[src/rtl/load_sched_pkg.sv]
// Shared state encodings and limits for the HBM load-group barrier scheduler.
// Latency: n/a (declarations only). Backpressure: n/a.
package load_sched_pkg;

    localparam int MAX_NUM_GROUP = 16;

    localparam logic [2:0] ST_IDLE    = 3'd0;
    localparam logic [2:0] ST_LAUNCH  = 3'd1;
    localparam logic [2:0] ST_WAIT    = 3'd2;
    localparam logic [2:0] ST_RELEASE = 3'd3;
    localparam logic [2:0] ST_ERROR   = 3'd4;

    typedef enum logic [2:0] {
        S_IDLE    = ST_IDLE,
        S_LAUNCH  = ST_LAUNCH,
        S_WAIT    = ST_WAIT,
        S_RELEASE = ST_RELEASE,
        S_ERROR   = ST_ERROR
    } sched_state_t;

    // Groups stay enabled from launch until the epoch stream ends.
    function automatic logic drives_launch(input logic [2:0] st);
        return (st == ST_LAUNCH) || (st == ST_WAIT) || (st == ST_RELEASE);
    endfunction

endpackage

[src/rtl/load_sched_ctrl_group_barrier.sv]
// Per-group arrival bitmask for one barrier epoch; repeated pulses are idempotent.
// Latency: arrived registers one cycle after start_load. Backpressure: none, pulses are never stalled.
module group_barrier
    import load_sched_pkg::*;
#(
    parameter int NUM_GROUP = 4
) (
    input  logic                 sclk,
    input  logic                 rst,
    input  logic                 clr,
    input  logic                 seed,
    input  logic                 upd,
    input  logic [NUM_GROUP-1:0] start_load,
    input  logic [NUM_GROUP-1:0] en_mask,
    output logic [NUM_GROUP-1:0] arrived,
    output logic [NUM_GROUP-1:0] arrived_nxt,
    output logic                 all_arrived
);

    if (NUM_GROUP < 1 || NUM_GROUP > MAX_NUM_GROUP) begin : g_bad_num_group
        $error("group_barrier: NUM_GROUP out of range");
    end

    logic [NUM_GROUP-1:0] arrived_q;
    logic [NUM_GROUP-1:0] arrived_d;

    assign arrived_nxt = arrived_q | (start_load & en_mask);
    assign all_arrived = (arrived_nxt == en_mask);
    assign arrived     = arrived_q;

    // Seeding keeps pulses seen during the release cycle for the next epoch.
    always_comb begin
        arrived_d = arrived_q;
        if (clr) begin
            arrived_d = '0;
        end else if (seed) begin
            arrived_d = start_load & en_mask;
        end else if (upd) begin
            arrived_d = arrived_nxt;
        end
    end

    always_ff @(posedge sclk) begin
        if (rst) begin
            arrived_q <= '0;
        end else begin
            arrived_q <= arrived_d;
        end
    end

endmodule

[src/rtl/load_sched_ctrl.sv]
// Barrier scheduler: launches enabled load groups, releases all once every group arrived; timeout under LOAD_SCHED_TIMEOUT_EN.
// Latency: all outputs registered; release pulse one cycle after the final arrival. Backpressure: none, waits on arrivals only.
module load_sched_ctrl
    import load_sched_pkg::*;
#(
    parameter int NUM_GROUP = 4,
    parameter int TIMEOUT_W = 16,
    parameter int EPOCH_W   = 32
) (
    input  logic                 sclk,
    input  logic                 rst,
    input  logic                 run,
    input  logic [NUM_GROUP-1:0] group_en,
    input  logic [TIMEOUT_W-1:0] timeout_cycles,
    input  logic [NUM_GROUP-1:0] start_load,
    output logic [NUM_GROUP-1:0] launch,
    output logic                 start_load_all,
    output logic                 busy,
    output logic [NUM_GROUP-1:0] arrived,
    output logic [NUM_GROUP-1:0] missing,
    output logic                 timeout_err,
    output logic [EPOCH_W-1:0]   epoch_cnt
);

    logic [2:0]           state_q, state_d;
    logic [NUM_GROUP-1:0] en_mask_q, en_mask_d;
    logic [NUM_GROUP-1:0] launch_q, launch_d;
    logic                 start_load_all_q, start_load_all_d;
    logic [EPOCH_W-1:0]   epoch_q, epoch_d;

    logic                 arr_clr, arr_seed, arr_upd;
    logic [NUM_GROUP-1:0] arrived_nxt;
    logic                 all_arrived;
    logic                 timeout_hit;

    group_barrier #(
        .NUM_GROUP (NUM_GROUP)
    ) u_group_barrier (
        .sclk        (sclk),
        .rst         (rst),
        .clr         (arr_clr),
        .seed        (arr_seed),
        .upd         (arr_upd),
        .start_load  (start_load),
        .en_mask     (en_mask_q),
        .arrived     (arrived),
        .arrived_nxt (arrived_nxt),
        .all_arrived (all_arrived)
    );

    // Abort beats completion, completion beats timeout.
    always_comb begin
        state_d   = state_q;
        en_mask_d = en_mask_q;
        arr_clr   = 1'b0;
        arr_seed  = 1'b0;
        arr_upd   = 1'b0;
        case (state_q)
            ST_IDLE: begin
                arr_clr = 1'b1;
                if (run && (group_en != '0)) begin
                    state_d   = ST_LAUNCH;
                    en_mask_d = group_en;
                end
            end
            ST_LAUNCH: begin
                arr_clr = 1'b1;
                state_d = ST_WAIT;
            end
            ST_WAIT: begin
                if (!run) begin
                    arr_clr = 1'b1;
                    state_d = ST_IDLE;
                end else begin
                    arr_upd = 1'b1;
                    if (all_arrived) begin
                        state_d = ST_RELEASE;
                    end else if (timeout_hit) begin
                        state_d = ST_ERROR;
                    end
                end
            end
            ST_RELEASE: begin
                if (run) begin
                    arr_seed = 1'b1;
                    state_d  = ST_WAIT;
                end else begin
                    arr_clr = 1'b1;
                    state_d = ST_IDLE;
                end
            end
            ST_ERROR: begin
                if (!run) begin
                    arr_clr = 1'b1;
                    state_d = ST_IDLE;
                end
            end
            default: begin
                arr_clr = 1'b1;
                state_d = ST_IDLE;
            end
        endcase

        launch_d         = drives_launch(state_d) ? en_mask_d : '0;
        start_load_all_d = (state_d == ST_RELEASE);
        epoch_d          = start_load_all_d ? epoch_q + EPOCH_W'(1) : epoch_q;
    end

    always_ff @(posedge sclk) begin
        if (rst) begin
            state_q          <= ST_IDLE;
            en_mask_q        <= '0;
            launch_q         <= '0;
            start_load_all_q <= 1'b0;
            epoch_q          <= '0;
        end else begin
            state_q          <= state_d;
            en_mask_q        <= en_mask_d;
            launch_q         <= launch_d;
            start_load_all_q <= start_load_all_d;
            epoch_q          <= epoch_d;
        end
    end

`ifdef LOAD_SCHED_TIMEOUT_EN
    logic [TIMEOUT_W-1:0] budget_q, budget_d;
    logic [TIMEOUT_W-1:0] timer_q, timer_d;
    logic [NUM_GROUP-1:0] missing_q, missing_d;
    logic                 timeout_err_q, timeout_err_d;
    logic                 timer_on;

    // Loaded with budget-1 so expiry lands on exactly the budget-th WAIT cycle.
    assign timer_on    = (budget_q != '0);
    assign timeout_hit = timer_on && (timer_q == '0);

    always_comb begin
        budget_d      = budget_q;
        timer_d       = timer_q;
        missing_d     = missing_q;
        timeout_err_d = timeout_err_q;
        case (state_q)
            ST_IDLE: begin
                if (run && (group_en != '0)) begin
                    budget_d      = timeout_cycles;
                    missing_d     = '0;
                    timeout_err_d = 1'b0;
                end
            end
            ST_LAUNCH, ST_RELEASE: begin
                timer_d = budget_q - TIMEOUT_W'(1);
            end
            ST_WAIT: begin
                if (run && !all_arrived) begin
                    if (timeout_hit) begin
                        missing_d     = en_mask_q & ~arrived_nxt;
                        timeout_err_d = 1'b1;
                    end else if (timer_on) begin
                        timer_d = timer_q - TIMEOUT_W'(1);
                    end
                end
            end
            default: begin
                budget_d = budget_q;
            end
        endcase
    end

    always_ff @(posedge sclk) begin
        if (rst) begin
            budget_q      <= '0;
            timer_q       <= '0;
            missing_q     <= '0;
            timeout_err_q <= 1'b0;
        end else begin
            budget_q      <= budget_d;
            timer_q       <= timer_d;
            missing_q     <= missing_d;
            timeout_err_q <= timeout_err_d;
        end
    end

    assign missing     = missing_q;
    assign timeout_err = timeout_err_q;
`else
    logic unused_timeout_cycles;

    assign unused_timeout_cycles = ^timeout_cycles;
    assign timeout_hit           = 1'b0;
    assign missing               = '0;
    assign timeout_err           = 1'b0;
`endif

    assign launch         = launch_q;
    assign start_load_all = start_load_all_q;
    assign busy           = (state_q != ST_IDLE);
    assign epoch_cnt      = epoch_q;

endmodule

[config.mk]
export PLATFORM = sky130hd
export DESIGN_NAME = load_sched_ctrl
export DESIGN_NICKNAME = d
export VERILOG_FILES = /design/src/rtl/load_sched_pkg.sv /design/src/rtl/load_sched_ctrl_group_barrier.sv /design/src/rtl/load_sched_ctrl.sv
export SDC_FILE = /design/constraint.sdc
export NUM_CORES = 1
export LEC_CHECK = 0
export ABC_AREA = 0
export ABC_CLOCK_PERIOD_IN_PS = 3100
export BUFFER_PORTS_ARGS = -buffer_cell sky130_fd_sc_hd__buf_2
export CORE_ASPECT_RATIO = 1.2
export CORE_UTILIZATION = 35
export CTS_CLUSTER_SIZE = 14
export DETAILED_ROUTE_END_ITERATION = 12
export PLACE_DENSITY = 0.64
export SYNTH_ARGS = -nofsm -noshare
export SYNTH_HDL_FRONTEND = slang
export SYNTH_HIERARCHICAL = 1
export SYNTH_SLANG_ARGS = --single-unit
export TNS_END_PERCENT = 5
[constraint.sdc]
create_clock -name sclk -period 3.1 [get_ports sclk]
set_input_delay 0.62 -clock sclk [delete_from_list [all_inputs] [get_ports sclk]]
set_output_delay 0.62 -clock sclk [all_outputs]
set_load 0.02 [all_outputs]
# Yosys cells after proc, flatten, opt, wreduce, memory -nomap -nowiden
# Cells that the tools add are included.
# totals
register_bits	48
inputBits	27
ramBits	0
romBits	0
out_inout_bits	47
latch_bits	0
mem_count	0
# classes
shift	0
add_sub_neg	1
div	0
bitwise	3
n_eq_ne	8
n_lt_le_gt_ge	0
mul	0
n_reduce_logical	10
muxes	15
# ops
cell	n
adder 32 x 1 -> 32 bit, second input constant	1
two-way mux 4 bit	4
one-hot mux 3 bit (5 select lines)	1
== test 3 x 2 -> 1 bit, second input constant	4
two-way mux 3 bit	4
== test 3 x 1 -> 1 bit, second input constant	2
two-way mux 1 bit	5
AND 4 bit	1
== test 4 bit	1
OR 4 bit	1
nonzero test 4 bit	1
OR reduction 2 bit	2
== test 3 bit, second input constant	1
logical NOT 3 bit	1
nonzero test 3 bit	1
OR reduction 3 bit	1
logical OR 1 bit	2
two-way mux 2 bit	1
nonzero test 2 bit	1
logical AND 1 bit	1
inverter 1 bit	1

# Depth between registers and ports, before layout
# depth
word_depth	11
mapped_depth	8
ltp_nobuf	7

# Hierarchy
# Netlist, hierarchy kept.
# by_module_without_submodules
module	area_per_inst_um2	instances	cells_each	seq_area_each_um2
load_sched_ctrl	2107.0	1	239	880.8
group_barrier	260.2	1	29	80.1

# Least setup slack after synthesis
# Ideal clock, no wire load.
# synth_timing
path_type	input -> register
from	input start_load[3]
to	register epoch_q[31], in the netlist epoch_cnt[31]
n_path_buf	1
t_required_ns	2.979
setup_time_ns	0.121
t_arrival_ns	2.369
path_slack_ns	0.610
stages	8
cell_sequence	nor2_1 -> a211o_1 -> nor3_2 -> and3_1 -> clkbuf_1 -> nand4_1 -> nor4_1 -> mux2_2
# synth_via
elab_chain_len	7
# synth_rtl
item	line	source
start: declaration	load_sched_ctrl.sv:15	input logic [NUM_GROUP-1:0] start_load,
AND 4 bit	load_sched_ctrl_group_barrier.sv:27	assign arrived_nxt = arrived_q | (start_load & en_mask);
OR 4 bit	load_sched_ctrl_group_barrier.sv:27	
== test 4 bit	load_sched_ctrl_group_barrier.sv:28	assign all_arrived = (arrived_nxt == en_mask);
net all_arrived	load_sched_ctrl.sv:33	logic all_arrived;
two-way mux 3 bit	load_sched_ctrl.sv:76	if (all_arrived) begin
two-way mux 3 bit	load_sched_ctrl.sv:71	if (!run) begin
one-hot mux 3 bit (5 select lines)	load_sched_ctrl.sv:58	case (state_q)
== test 3 x 2 -> 1 bit	load_sched_ctrl.sv:105	start_load_all_d = (state_d == ST_RELEASE);
end signal: assignment	load_sched_ctrl.sv:121	epoch_q <= epoch_d;
end: declaration	load_sched_ctrl.sv:29	logic [EPOCH_W-1:0] epoch_q, epoch_d;
# The timed path passes the listed nets, and every way through them passes these cells.
# A chain may end at the register's enable or synchronous reset.

# Final worst setup path
# layout_timing
from	register en_mask_q[1]
to	register epoch_q[31], in the netlist epoch_cnt[31]
# layout_via
elab_chain_len	7
# layout_rtl
item	line	source
start: declaration	load_sched_ctrl.sv:26	logic [NUM_GROUP-1:0] en_mask_q, en_mask_d;
start signal: assignment	load_sched_ctrl.sv:118	en_mask_q <= en_mask_d;
AND 4 bit	load_sched_ctrl_group_barrier.sv:27	
OR 4 bit	load_sched_ctrl_group_barrier.sv:27	
== test 4 bit (*)	load_sched_ctrl_group_barrier.sv:28	
net all_arrived	load_sched_ctrl.sv:33	
two-way mux 3 bit (*)	load_sched_ctrl.sv:76	
two-way mux 3 bit (*)	load_sched_ctrl.sv:71	
one-hot mux 3 bit (5 select lines) (*)	load_sched_ctrl.sv:58	
== test 3 x 2 -> 1 bit (*)	load_sched_ctrl.sv:105	
# Mark *: on every way through the listed nets, which the timed path passes. The rest lies on a longest branch.

==> results.py <==
metrics = {
    "sta": {
        "fin_ws_ns": 0.6937,
        "post-route-period-util_pct": 77.62,
        "tns_ns": 0,
        "min_period_ns": 2.406,
        "max_freq_mhz": 415.6,
        "max_slew_margin_pct": 61.73,
        "setup_viol": 0,
        "fin_hold_ws_ns": 0.5103,
        "fin_skew_ns": 0.01099,
        "drv_slew": 0,
        "finalHoldViolCount": 0,
        "tightest_slew_ns": 0.5724,
        "rsz0062_at_grt": "no",
    },
    "cts": {
        "cts_buffers": 5,
        "cts.hold.buffers_added": 0,
        "numClockSinks": 48,
        "post_cts.repair.setup_buffers": 0,
        "cts.path.max_buffers": 2,
        "clkSlewWorstSetupHoldPaths_ns": 0.08,
        "clk_latency_ns": 0.30,
        "htreeDepth": 2,
        "clock_tree.root_cell": "clkbuf_8",
        "cts_resized": 0,
        "cts_tree": "done",
    },
    "grt": {
        "grt_use_total_pct": 15.81,
        "grt_pass1_wl_um": 8949,
        "gr-total-overflow": 0,
        "antenna_found_initial": 0,
        "grt_pass1_vias": 1966,
        "grt_max_degree": 46,
    },
    "critical_path": {
        "r2r_setup_slack_ns": 0.69,
        "crit_fanout": 5,
        "criticalPathCategory": "reg2reg",
        "crit_path_end_kind": "register",
        "path_cells": "inv_1 -> a2111o_1 -> nor3_2 -> and3_1 -> nand4_1 -> nor4_1 -> mux2_2",
        "r2r_cells": 7,
        "r2r_end": "epoch_cnt[31]",
        "max_stage_delay_ns": 0.41,
        "required_ns": 3.29,
        "cp-start-kind": "register",
        "r2r-start": "en_mask_q[1]",
        "worstPathArrival_ns": 2.59,
        "critPathSlowestCell": "a2111o_1",
    },
    "min_path": {
        "hold_path.class": "reg2reg",
        "hold_path_end": "epoch_cnt[20]",
        "min_from": "epoch_cnt[20]",
        "whs_path_depth": 2,
    },
    "outcome": {
        "status": "finished clean",
    },
    "placement": {
        "dp_hpwl_um": 3817,
        "port_buffers": 52,
        "gp_congestion": 0.7419,
        "place_area_um2": 2655,
        "pre_cts_slack_ns": 0.4611,
    },
    "power": {
        "ir_drop_uv": 202.7,
        "switching_power_w": 0.0002705,
        "swShare_pct": 23.16,
        "combPwrFrac_pct": 7.4,
        "powerDensity_nw_per_um2": 422.8,
        "internal_power_w": 0.0008975,
        "leakagePower_nw": 1.173,
        "p_seq_share_pct": 54.4,
        "p_total_w": 0.001168,
        "clock_power_share_pct": 38.2,
    },
    "cells_and_area": {
        "syn_to_final_growth_pct": 17.89,
        "design_area_um2": 2763,
        "layout_common_cells": "52 x buf_2, 48 x dfxtp_1, 29 x nor2_1",
        "fin_nets": 343,
        "drive_gt1_share_pct": 24.68,
        "final_common_cell": "buf_2",
        "diodes": 0,
    },
    "route": {
        "ant_nets": 0,
        "wirelength_um": 5320,
        "drtIter0Drc": 67,
        "first_pass_iters": 4,
        "viasPerCell": 5.282,
        "drc": 0,
        "wl_per_cell_um": 13.27,
        "vias": 2118,
    },
    "synthesis": {
        "synth_area_um2": 2343,
        "postSynthCellCount": 265,
        "ys_warn_count": 6,
        "syn_avg_cell_area_um2": 8.843,
    },
    "floorplan": {
        "die_h_um": 91.64,
        "ios": 74,
        "die_x_um": 76.70,
        "floorplan.initialDensity_pct": 36.35,
        "dieArea_um2": 7028,
        "core-area_um2": 6446,
        "row_count": 32,
    },
    "run": {
        "drv_cap": 0,
    },
}
[registers in the layout, indices dropped and copies added (netlist names)]
register / flops
en_mask_q: 4
u_group_barrier/arrived: 4
start_load_all: 1
epoch_cnt: 32
state_q: 3
launch: 4
[metal layers]
| layer | part of all wire (%) | wire [um] | vias to the layer above | global-route usage [%] |
|---|---|---|---|---|
| met1 | 48 | 2528 | 997 | 19.37 |
| met4 | 1.1 | 60 | 0 | 5.449 |
| met5 | 0 | 0 | - | 0 |
| met3 | 4.2 | 222 | 5 | 3.682 |
| li1 | - | - | 1065 | - |
| met2 | 47 | 2509 | 51 | 26.93 |
[metrics by stage]
| stage | util (%) | std cells |
|---|---|---|
| 2_1_floorplan | - | 269 |
| 3_3_place_gp | 41.19 | 393 |
| 3_5_place_dp | 41.19 | 393 |
| 4_1_cts | 42.86 | 401 |
| 5_1_grt | 42.86 | 401 |
| 6_report | 42.86 | 401 |
[worst max-delay path, delay by kind of cell, from the launching register on]
kind                   cells  cell delay [ns]
AOI/OAI and AO/OA          1             0.41
buffers and inverters      1             0.07
DFF                        1             0.38
muxes                      1             0.38
and+or+nand+nor            4             1.05
[worst max-delay path by stage]
stage	start	to	slack [ns]	depth (start not counted)
6_report	en_mask_q[1]	epoch_cnt[31]	0.69	7
4_1_cts	u_group_barrier/arrived[0]	epoch_cnt[31]	0.68	7
5_1_grt	en_mask_q[1]	epoch_cnt[12]	0.51	8
3_5_place_dp	start_load[3]	epoch_cnt[31]	0.46	8
3_3_place_gp	start_load[3]	epoch_cnt[31]	0.50	8
2_1_floorplan	start_load[3]	epoch_cnt[31]	0.61	8
[power by group through the flow]
stage,clock (W),sequential [W],combinational [W]
final,0.000446,0.000635,0.0000864
after global routing,0.000490,0.000637,0.0000956
after CTS,0.000463,0.000636,0.0000878
after detailed placement,0,0.000650,0.0000873
after global placement,0,0.000650,0.0000864
after floorplan,0,0.000652,0.0000608
[layout make-up]
type | instances | area (um^2)
fillers | 683 | 3684
multi-input cells | 195 | 1256
flip-flops and latches | 48 | 960.9
repair buffers | 58 | 305.3
well taps | 85 | 106.4
clock buffers | 6 | 72.57
clock inverters | 2 | 35.03
inverters | 7 | 26.28
Power figures use the tool's default switching activity.
